[src/rtl/dmem_pkg.sv]
// Shared definitions for the data-memory arbiter: width defaults,
// DMA sequencer state encoding and response-owner tags.
package dmem_pkg;

  localparam int ADDR_W_DEF = 10;
  localparam int DATA_W_DEF = 32;
  localparam int LEN_W_DEF  = 11;

  typedef enum logic [1:0] {
    D_IDLE  = 2'd0,
    D_RUN   = 2'd1,
    D_DRAIN = 2'd2
  } dmaState_t;

  typedef enum logic [1:0] {
    OWN_NONE = 2'd0,
    OWN_CPU  = 2'd1,
    OWN_DMA  = 2'd2
  } owner_t;

endpackage

[src/rtl/dmem_slot_sel.sv]
// Per-cycle memory slot winner between the CPU port and the DMA sequencer.
// A fairness flag remembers whether the previous slot went to the CPU so a
// running burst is never starved for more than one cycle.
module dmem_slot_sel
  import dmem_pkg::*;
(
  input  logic clock,
  input  logic reset,
  input  logic cpuReq,
  input  logic dmaReq,
  output logic cpuWin,
  output logic dmaWin
);

  logic lastCpu;

  // CPU has priority except right after its own slot while a burst runs
  always_comb begin
    cpuWin = cpuReq && !(dmaReq && lastCpu);
    dmaWin = dmaReq && !cpuWin;
  end

  // Track who owned the slot just granted; an empty slot clears the flag
  always_ff @(posedge clock) begin
    if (!reset) lastCpu <= 1'b0;
    else        lastCpu <= cpuWin;
  end

endmodule

[src/rtl/dmem_arbiter.sv]
// Front-end for the single-port data memory. Grants one access per cycle to
// either the CPU or the internal DMA burst sequencer, registers the memory
// command, and routes read data back to the issuer two cycles after grant.
module dmem_arbiter
  import dmem_pkg::*;
#(
  parameter int ADDR_W = ADDR_W_DEF,
  parameter int DATA_W = DATA_W_DEF,
  parameter int LEN_W  = LEN_W_DEF
) (
  input  logic              clock,
  input  logic              reset,
  input  logic              cpu_req,
  input  logic              cpu_we,
  input  logic [ADDR_W-1:0] cpu_addr,
  input  logic [DATA_W-1:0] cpu_wdata,
  output logic              cpu_ready,
  output logic              cpu_rvalid,
  output logic [DATA_W-1:0] cpu_rdata,
  input  logic              dma_start,
  input  logic              dma_write,
  input  logic [ADDR_W-1:0] dma_base,
  input  logic [LEN_W-1:0]  dma_len,
  input  logic [DATA_W-1:0] dma_wdata,
  output logic              dma_wpop,
  output logic              dma_rvalid,
  output logic [DATA_W-1:0] dma_rdata,
  output logic              dma_busy,
  output logic              dma_done,
  output logic [ADDR_W-1:0] mem_addr,
  output logic [DATA_W-1:0] mem_wdata,
  output logic              mem_we,
  output logic              mem_re,
  input  logic [DATA_W-1:0] mem_rdata
);

  dmaState_t         state;
  logic [ADDR_W-1:0] dmaAddr;
  logic [LEN_W-1:0]  dmaRem;
  logic              dmaDir;
  logic              drainCnt;
  owner_t            memOwn;
  logic              cpuWin;
  logic              dmaWin;
  logic              startOk;

  // Starts are taken only from idle, and not in the done-pulse cycle
  assign startOk = dma_start && (state == D_IDLE) && !dma_done;

  dmem_slot_sel uSlotSel (
    .clock  (clock),
    .reset  (reset),
    .cpuReq (cpu_req),
    .dmaReq (state == D_RUN),
    .cpuWin (cpuWin),
    .dmaWin (dmaWin)
  );

  assign cpu_ready = cpuWin;
  assign dma_wpop  = dmaWin && dmaDir;

  // DMA sequencer: latch burst, count beats, drain two cycles, pulse done
  always_ff @(posedge clock) begin
    if (!reset) begin
      state    <= D_IDLE;
      dmaAddr  <= '0;
      dmaRem   <= '0;
      dmaDir   <= 1'b0;
      drainCnt <= 1'b0;
      dma_busy <= 1'b0;
      dma_done <= 1'b0;
    end else begin
      dma_done <= 1'b0;
      case (state)
        D_IDLE: begin
          if (startOk) begin
            dmaAddr <= dma_base;
            dmaRem  <= dma_len;
            dmaDir  <= dma_write;
            if (dma_len == '0) begin
              dma_done <= 1'b1;
            end else begin
              state    <= D_RUN;
              dma_busy <= 1'b1;
            end
          end
        end
        D_RUN: begin
          if (dmaWin) begin
            dmaAddr <= dmaAddr + 1'b1;
            dmaRem  <= dmaRem - 1'b1;
            if (dmaRem == LEN_W'(1)) begin
              state    <= D_DRAIN;
              drainCnt <= 1'b0;
            end
          end
        end
        D_DRAIN: begin
          // done lands in the cycle the final read response is presented
          if (!drainCnt) begin
            drainCnt <= 1'b1;
            dma_done <= 1'b1;
          end else begin
            state    <= D_IDLE;
            dma_busy <= 1'b0;
          end
        end
        default: state <= D_IDLE;
      endcase
    end
  end

  // Register the granted command; empty slots hold address and data
  always_ff @(posedge clock) begin
    if (!reset) begin
      mem_addr  <= '0;
      mem_wdata <= '0;
      mem_we    <= 1'b0;
      mem_re    <= 1'b0;
      memOwn    <= OWN_NONE;
    end else begin
      mem_we <= 1'b0;
      mem_re <= 1'b0;
      memOwn <= OWN_NONE;
      if (cpuWin) begin
        mem_addr <= cpu_addr;
        mem_we   <= cpu_we;
        mem_re   <= !cpu_we;
        memOwn   <= OWN_CPU;
        if (cpu_we) mem_wdata <= cpu_wdata;
      end else if (dmaWin) begin
        mem_addr <= dmaAddr;
        mem_we   <= dmaDir;
        mem_re   <= !dmaDir;
        memOwn   <= OWN_DMA;
        if (dmaDir) mem_wdata <= dma_wdata;
      end
    end
  end

  // Capture memory read data and steer it to the owner of that slot
  always_ff @(posedge clock) begin
    if (!reset) begin
      cpu_rvalid <= 1'b0;
      cpu_rdata  <= '0;
      dma_rvalid <= 1'b0;
      dma_rdata  <= '0;
    end else begin
      cpu_rvalid <= mem_re && (memOwn == OWN_CPU);
      dma_rvalid <= mem_re && (memOwn == OWN_DMA);
      if (mem_re && (memOwn == OWN_CPU)) cpu_rdata <= mem_rdata;
      if (mem_re && (memOwn == OWN_DMA)) dma_rdata <= mem_rdata;
    end
  end

endmodule

[config.mk]
export PLATFORM = sky130hd
export DESIGN_NAME = dmem_arbiter
export DESIGN_NICKNAME = d
export VERILOG_FILES = /design/src/rtl/dmem_pkg.sv /design/src/rtl/dmem_slot_sel.sv /design/src/rtl/dmem_arbiter.sv
export SDC_FILE = /design/constraint.sdc
export NUM_CORES = 1
export LEC_CHECK = 0
export BUFFER_PORTS_ARGS = -buffer_cell sky130_fd_sc_hd__buf_4
export CORE_ASPECT_RATIO = 0.9
export CORE_MARGIN = 8
export CORE_UTILIZATION = 40
export DETAILED_ROUTE_END_ITERATION = 10
export HOLD_SLACK_MARGIN = 0.05
export PLACE_DENSITY = 0.69
export SETUP_SLACK_MARGIN = 0.3
export SYNTH_ARGS = -nofsm -noshare
export SYNTH_HDL_FRONTEND = slang
export SYNTH_SLANG_ARGS = --single-unit
[constraint.sdc]
create_clock -name clock -period 5.24 [get_ports clock]
set_input_delay 0.262 -clock clock [delete_from_list [all_inputs] [get_ports clock]]
set_output_delay 0.262 -clock clock [all_outputs]
set_load 0.05 [all_outputs]
After elaboration in Yosys (flattened, before gate mapping)
Cells that the tools add are included.
{"block": "totals", "input_bits": 133, "reg_bits": 140, "wordCells": 94}
{"block": "classes", "reduce_logical": 27, "mux": 35, "n_bitwise": 1, "n_eq_ne": 11, "add_sub_neg": 2}
{"op": "$mux W32", "n": 4}
{"op": "$mux W10", "n": 4}
{"op": "$mux W11", "n": 2}
{"op": "$pmux W11 S2", "n": 1}
{"op": "$pmux W10 S2", "n": 1}
{"op": "$mux W1", "n": 13}
{"op": "$mux W2", "n": 6}
{"op": "$ne A2 B2 Y1 const B", "n": 6}
{"op": "$eq A11 B1 Y1 const B", "n": 1}
{"op": "$logic_not A11 Y1", "n": 1}
{"op": "$sub A11 B1 Y11 const B", "n": 1}
{"op": "$add A10 B1 Y10 const B", "n": 1}
{"op": "$reduce_bool A2 Y1", "n": 5}
{"op": "$reduce_and A3 Y1", "n": 3}
{"op": "$logic_and A1 B1 Y1", "n": 8}
{"op": "$pmux W1 S2", "n": 3}
{"op": "$pmux W2 S3", "n": 1}
{"op": "$logic_not A1 Y1", "n": 5}
{"op": "$reduce_and A5 Y1", "n": 1}
{"op": "$eq A2 B1 Y1 const B", "n": 2}
{"op": "$eq A2 B2 Y1 const B", "n": 2}
{"op": "$reduce_and A4 Y1", "n": 1}
{"op": "$logic_not A2 Y1", "n": 1}
{"op": "$reduce_and A2 Y1", "n": 1}
{"op": "other kinds (2)", "n": 2}

Depth between registers and ports, before layout
Gate-level depths: netlist (run 1).
{"block": "logic_depth", "ltp_word": 8, "ltp_mapped": 8}

Hierarchy
A second synthesis (run 1) with hierarchy kept.
{"block": "unflattened", "hier_cells": 708, "hier_area_um2": 6227.2}
{"mod": "dmem_arbiter", "cells_per_inst": 703, "seq_area_each_um2": 2782.7, "area_per_inst_um2": 6178.4, "instances": 1}
{"mod": "dmem_slot_sel", "cells_per_inst": 5, "seq_area_each_um2": 20.0, "area_per_inst_um2": 48.8, "instances": 1}

Worst setup path before layout (run 1)
OpenSTA, ideal clock, no wires.
{"block": "synth_timing", "path_type": "reg-to-reg", "start": "reg dmaRem[0]", "end": "reg dmaRem[8]", "period_less_slack_ps": 1851, "t_required_ps": 5117, "stages_incl_launch_ff": 7, "arrival_time_ps": 1728, "n_path_buf": 0, "path_slack_ps": 3389, "cell_sequence": "dfxtp_1 -> inv_1 -> ha_1 -> or4b_4 -> or4_1 -> a21oi_1 -> o22ai_1"}
{"block": "synth_between", "elab_chain_cells": 3}
{"element": "from (decl)", "line": "dmem_arbiter.sv:39", "source": "logic [LEN_W-1:0] dmaRem;"}
{"element": "from (signal assigned)", "line": "dmem_arbiter.sv:78", "source": "dmaRem <= dma_len;"}
{"element": "from (signal assigned)", "line": "dmem_arbiter.sv:91", "source": "dmaRem <= dmaRem - 1'b1;"}
{"element": "$sub A11 B1 Y11", "line": "dmem_arbiter.sv:91"}
{"element": "$mux W11", "line": "dmem_arbiter.sv:89", "source": "if (dmaWin) begin"}
{"element": "$pmux W11 S2", "line": "dmem_arbiter.sv:74", "source": "case (state)"}
Every way passes these cells. The select of a mux whose other input is x is not followed.
A chain may end at the register's enable or synchronous reset.

Worst setup path after layout (run 1)
{"block": "layout_timing", "start": "reg state[1]", "end": "out cpu_ready"}
{"block": "layout_between", "elab_chain_cells": 4}
{"element": "from (decl)", "line": "dmem_arbiter.sv:37", "source": "dmaState_t state;"}
{"element": "from (signal assigned)", "line": "dmem_arbiter.sv:65", "source": "state <= D_IDLE;"}
{"element": "from (signal assigned)", "line": "dmem_arbiter.sv:83", "source": "state <= D_RUN;"}
{"element": "from (signal assigned)", "line": "dmem_arbiter.sv:93", "source": "state <= D_DRAIN;"}
{"element": "$eq A2 B1 Y1", "line": "dmem_arbiter.sv:54", "source": ".dmaReq (state == D_RUN),"}
{"element": "$logic_and A1 B1 Y1", "line": "dmem_slot_sel.sv:19", "source": "cpuWin = cpuReq && !(dmaReq && lastCpu);"}
{"element": "$logic_not A1 Y1", "line": "dmem_slot_sel.sv:19"}
{"element": "$logic_and A1 B1 Y1", "line": "dmem_slot_sel.sv:19"}
{"element": "to (decl)", "line": "dmem_arbiter.sv:17", "source": "output logic cpu_ready,"}
Every way passes these cells.

==> results of run 1 <==
==> final timing paths <==
kind | depth (start not counted) | slack [ns] | to
max | 5 | 2.58 | cpu_ready
min | 3 | 0.09 | dma_rdata[2]
max reg2reg | 5 | 2.77 | mem_wdata[26]
min reg2reg | 2 | 0.45 | dma_rdata[6]
==> layout by cell type, fill, tap and decap left out, drive strengths merged, types with 3 or more instances in the layout <==
master / count
clkbuf: 22
nand2: 224
nor2: 14
clkinv: 6
o31ai: 3
a21oi: 66
o21ai: 47
and3: 4
o211ai: 4
o22ai: 4
nand4: 3
nor4: 6
nor2b: 3
o21a: 3
inv: 4
a22o: 22
a21boi: 20
ha: 3
clkinvlp: 4
nand3: 6
dfxtp: 139
buf: 254
nor3: 11
a22oi: 3
a31oi: 34
o211a: 3
and2: 8
==> final cells by class <==
| type | instances | area, um^2 | share of cell area |
|---|---|---|---|
| well taps | 198 | 247.7 | 0.02991 |
| inverters | 5 | 18.77 | 0.002266 |
| clock inverters | 10 | 92.59 | 0.01118 |
| clock buffers | 22 | 474.2 | 0.05725 |
| repair buffers | 255 | 1917 | 0.2314 |
| multi-input cells | 522 | 2750 | 0.3320 |
| flip-flops and latches | 139 | 2783 | 0.3360 |
==> what timing repair did <==
action / CTS / global route
hold endpoints to repair: 1 / 0
resized for setup: 0 / 0
hold buffers: 1 / 0
==> flip-flops by register name (all words and copies together) (netlist names), 2 cells and up <==
signal and count:
cpu_rdata 32, dmaAddr 10, dmaRem 11, dma_rdata 32, memOwn 2, mem_addr 10
mem_wdata 32, state 2
==> synth_stat cells (all sizes together) (2+ instances only) <==
library cell    n
a22oi           3
nor3           11
a22o           22
clkbuf         37
or4b            2
ha              3
nor4            6
a21o            2
and3b           2
o22ai           4
o21ai          47
nand2         224
a31oi          34
and4            2
nor2           14
nor2b           3
o21a            3
dfxtp         139
nand3           6
nand3b          2
o211ai          4
a21oi          66
nand4           3
or4             2
buf            19
and2            8
nand2b          2
o211a           3
and3            4
inv             5
nor3b           2
a311oi          2
a21boi         20
o31ai           3
==> critical path, cell delays in order (launching register included) <==
cell,delay [ns]
dfxtp_1,0.48
nand3b_1,0.20
nand2_1,0.07
buf_4,0.24
inv_2,0.63
buf_4,0.33
==> where the power goes <==
group	total (mW)	internal (mW)	switching, mW
combinational	0.513	0.197	0.316
sequential	1.16	1.11	0.0497
clock	1.14	0.689	0.455
total	2.82	2.00	0.821
==> stage by stage <==
stage | std cells | setup slack [ns]
6_report | 1151 | 2.582
5_1_grt | 1151 | 2.401
4_1_cts | 1151 | 2.583
3_5_place_dp | 1118 | 2.774
3_3_place_gp | 1118 | 2.910
2_1_floorplan | 722 | 3.389
==> logic make-up after synthesis <==
kind of cell | Yosys count | share of synthesized area
DFF | 139 | 0.4751
buffers and inverters | 61 | 0.05597
adders and majority gates | 3 | 0.006410
AOI/OAI and AO/OA | 223 | 0.2427
and+or+nand+nor | 296 | 0.2198
==> metal layers <==
metal / part of all wire / global-route usage / routed length, um / vias up
li1: - / - / - / 2955
met1: 0.42 / 0.2418 / 8211 / 2680
met2: 0.46 / 0.3248 / 9005 / 236
met3: 0.097 / 0.08246 / 1877 / 19
met4: 0.015 / 0.05930 / 297 / 0
met5: 0 / 0 / 0 / -
==> impl_metrics.toml, run 1 <==
[status]
outcome = "completed"

[timing]
setup-tns-final_ns = 0
hold_slack_ns = 0.09349
slew_headroom = 0.2365
layout_min_cycle_time_ns = 2.658
finalSetupViolations = 0
finalClockSkew_ns = 0.01471
hold_viol_final = 0
final.period_utilization = 0.5072
fmax_ghz = 0.3763
drv_slew = 0
worst_pin_slew_ns = 1.145
rsz0062_at_grt = "no"

[clocking]
clock_path_buffers = 2
clk_pin_slew_ns = 0.06
numClockSinks = 139
htreeDepth = 4
clock-root-buffer = "clkbuf_16"
clkLatencyLatePin_ns = 0.42
cts_buffers = 17
cts_setup_buffers = 0
cts_tree = "built"

[pwr]
p_per_area_nw_per_um2 = 340.6
power_mw = 2.821
peakVddDrop_mv = 0.2358
leakage_nw = 3.542

[synthesis]
synth_edf_count = 0
synth-async-reset-ratio = 0
synthTopCellsByArea = "dfxtp_1 (48%), nand2_1 (14%), a21oi_1 (5.6%)"
synthCells = 722
synth_nets = 858
synth_top_area_frac = 0.4751
ys_seq_elements = 139
synth_area_leader_cell = "dfxtp_1"
ys.flop_type = "dfxtp_1"
ys_seq_area_frac = 0.4751
yosysWarnings = 0
syn_area_um2 = 5857
avgSynthCellArea_um2 = 8.112
synth.distinct_cells = 57

[worst_setup_path]
start_kind = "flop"
worstReg2RegStart = "state[0]"
startpoint = "state[1]"
critPathArrivalTime_ns = 2.40
crit_fanout = 45
end_kind = "primary output"
cp.required_ns = 4.98
crit_type = "reg2out"

[drt]
route.detailed.drc = 0
wl_per_cell_um = 16.85
ant_nets = 0
vias = 5890
routed_wl_mm = 19.39
avgViaCountPerCell = 5.117
dr.first_iter.drc_count = 373
first_pass_iters = 5

[floorplanning]
die_area_um2 = 18780
pin_count = 247
die_w_um = 143.6
rows = 42
start_util = 0.4038
die_h_um = 130.8
core_um2 = 14500

[worst_hold_path]
hold_start = "mem_rdata[2]"
min_path_type = "in2reg"

[finish]
nFillCells = 1359
drive_above_1_share = 0.3106
nets = 1076
syn_to_final_growth_pct = 41.42
fin_util = 0.5711
final_cell_area_um2 = 8283
antennaDiodeCount = 0

[global_route]
antenna_found_initial = 0
grt_first_pass_wirelength_mm = 29.65
gr-total-overflow = 0
grt_pass1_vias = 5652
grt_use_total = 0.2011
grt_max_degree = 66

[placed_design]
place.gp.congestion = 0.8313
port_buffers = 246
place_hpwl_mm = 13.55
place_area_um2 = 7706

[flow_run]
maxCapViolations = 0
No activity file was read; power rests on OpenSTA's default activity.
==> inputs of run 2 (changes only) <==
Clock period 5.24 ns to 2.65 ns, I/O delays scaled along.
==> run 2 against run 1 <==
Sequential power grew 98%. Via count is 12% higher. Largest cell class is now non-clock buffers. Highest routed layer unchanged. Critical path type is now reg2reg. Final cell count is 10% higher. Sequential share of layout area decreased by 4.3 points. Critical endpoint is now mem_wdata[25].
==> impl_metrics.toml, run 2 (synthesized netlist as in run 1, its figures left out) <==
[status]
outcome = "completed"

[clocking]
clock_path_buffers = 2
clock-root-buffer = "clkbuf_16"
clk_pin_slew_ns = 0.06
numClockSinks = 139
htreeDepth = 4
cts_tree = "built"
clkLatencyLatePin_ns = 0.42
cts_setup_buffers = 0
cts_buffers = 17

[worst_setup_path]
crit_type = "reg2reg"
end_kind = "flop"
critPathArrivalTime_ns = 2.50
cp.required_ns = 2.95
crit_fanout = 39
worstReg2RegStart = "state[0]"
rrSetupSlack_ns = 0.44
start_kind = "flop"
r2r-end = "mem_wdata[25]"
worst-r2r-cell-count = 5

[global_route]
top_usage_layer = "met2"
antenna_found_initial = 2
gr-total-overflow = 0
grt_first_pass_wirelength_mm = 33.89
met1_usage = 0.2608
grt_use_total = 0.2300
grt_util_met3 = 0.08173
grt_pass1_vias = 6614
grt_use_met2 = 0.3969
grt_max_degree = 57

[pwr]
leakage_nw = 4.070
power_switching_mw = 1.703
p_per_area_nw_per_um2 = 616.3
combPwrFrac = 0.203
seq_power_share = 0.393
power_mw = 5.858
power.share.clock = 0.404
p_int_mw = 4.155
peakVddDrop_mv = 0.4492
switching_share = 0.2907

[finish]
final_cell_mix = "buf_4 (255), nand2_1 (224), dfxtp_1 (139), dlygate4sd3_1 (114), a21oi_1 (65)"
final_cell_area_um2 = 9505
drive_above_1_share = 0.2816
seqCellArea_um2 = 2783
fin_util = 0.6554
syn_to_final_growth_pct = 62.29
layout_commonest_cell = "buf_4"
nFillCells = 1155
largest_registers = "cpu_rdata (32), dma_rdata (32), mem_wdata (32)"
multiInputGateArea_um2 = 2760
nets = 1192

[drt]
routed_wl_mm = 21.88
first_pass_iters = 5
route.detailed.drc = 0
avgViaCountPerCell = 5.172
dr.first_iter.drc_count = 521
ant_nets = 0
wl_per_cell_um = 17.22
vias = 6574

[timing]
hold_slack_ns = 0.07027
fmax_ghz = 0.4530
setup-tns-final_ns = 0
rsz0062_at_grt = "no"
worst_pin_slew_ns = 0.8301
finalClockSkew_ns = 0.009109
final.period_utilization = 0.8331
finalSetupViolations = 0
slew_headroom = 0.4466
layout_min_cycle_time_ns = 2.208
drv_slew = 0
hold_viol_final = 0

[worst_hold_path]
min_path_cells = 3
min_path_type = "in2reg"
min_to = "mem_addr[3]"
hold_start = "cpu_addr[3]"

[floorplanning]
pin_count = 247
start_util = 0.4038
die_w_um = 143.6
die_area_um2 = 18780
die_h_um = 130.8
rows = 42
core_um2 = 14500

[flow_run]
maxCapViolations = 0

[placed_design]
port_buffers = 246
place_hpwl_mm = 13.67
place_area_um2 = 7741
place.gp.congestion = 0.8494
[run 2: cell types whose count changed in the layout (fill, tap and decap cells not counted), sizes merged]
cell	previous run	this run
clkinv	6	7
diode	0	4
buf	254	257
bufinv	1	2
dlygate4sd3	1	114
inv	4	5
clkbuf	22	19
[run 2: power by group through the flow]
stage / Clock, mW / Sequential [mW] / Combinational [mW]
CTS: 2.41 / 2.30 / 1.17
global route: 2.51 / 2.32 / 1.28
floorplan: 0 / 2.56 / 0.432
detailed placement: 0 / 2.34 / 1.03
global placement: 0 / 2.34 / 1.02
finish: 2.36 / 2.30 / 1.19
[run 2: how the worst max path moves through the flow]
stage                    from             to  slack [ns]
CTS                  state[0]  mem_wdata[25]        0.33
floorplan           dmaRem[0]      dmaRem[8]        0.80
detailed placement  dmaRem[0]      dmaRem[8]        0.68
finish               state[0]  mem_wdata[25]        0.44
global placement    dmaRem[0]      dmaRem[8]        0.71
global route         state[0]  mem_wdata[25]        0.31
[run 2: what timing repair did]
item / CTS / global route
endpoints found under the hold margin: 114 / 0
endpoints found under the setup margin: 0 / 13
hold buffers: 114 / 0
gates resized for setup: 0 / 4
[run 2: stage by stage]
step	cells	setup slack (ns)
after detailed placement	1121	0.6806
final	1271	0.4423
after floorplan	722	0.7992
after CTS	1267	0.3281
after global routing	1269	0.3082
after global placement	1121	0.7103
[run 2: layout make-up]
type	instances	share of cell area
Clock inverter	13	0.01514
Sequential cell	139	0.2927
Inverter	5	0.002238
Timing Repair Buffer	371	0.3247
Clock buffer	19	0.04765
Antenna cell	4	0.001053
Multi-Input combinational cell	522	0.2904
Tap cell	198	0.02606
[run 2: routing by layer]
metal	share of wire	up-vias
met3	0.089	33
met2	0.49	295
met4	0.020	0
li1	-	3189
met5	0	-
met1	0.40	3057
[run 2: worst max-delay path, cell delays in order, from the launching register on]
cell,delay (ns)
dfxtp_1,0.52
nor2b_1,0.25
a32o_4,0.43
buf_12,0.23
a31oi_1,0.09
dlygate4sd3_1,0.55
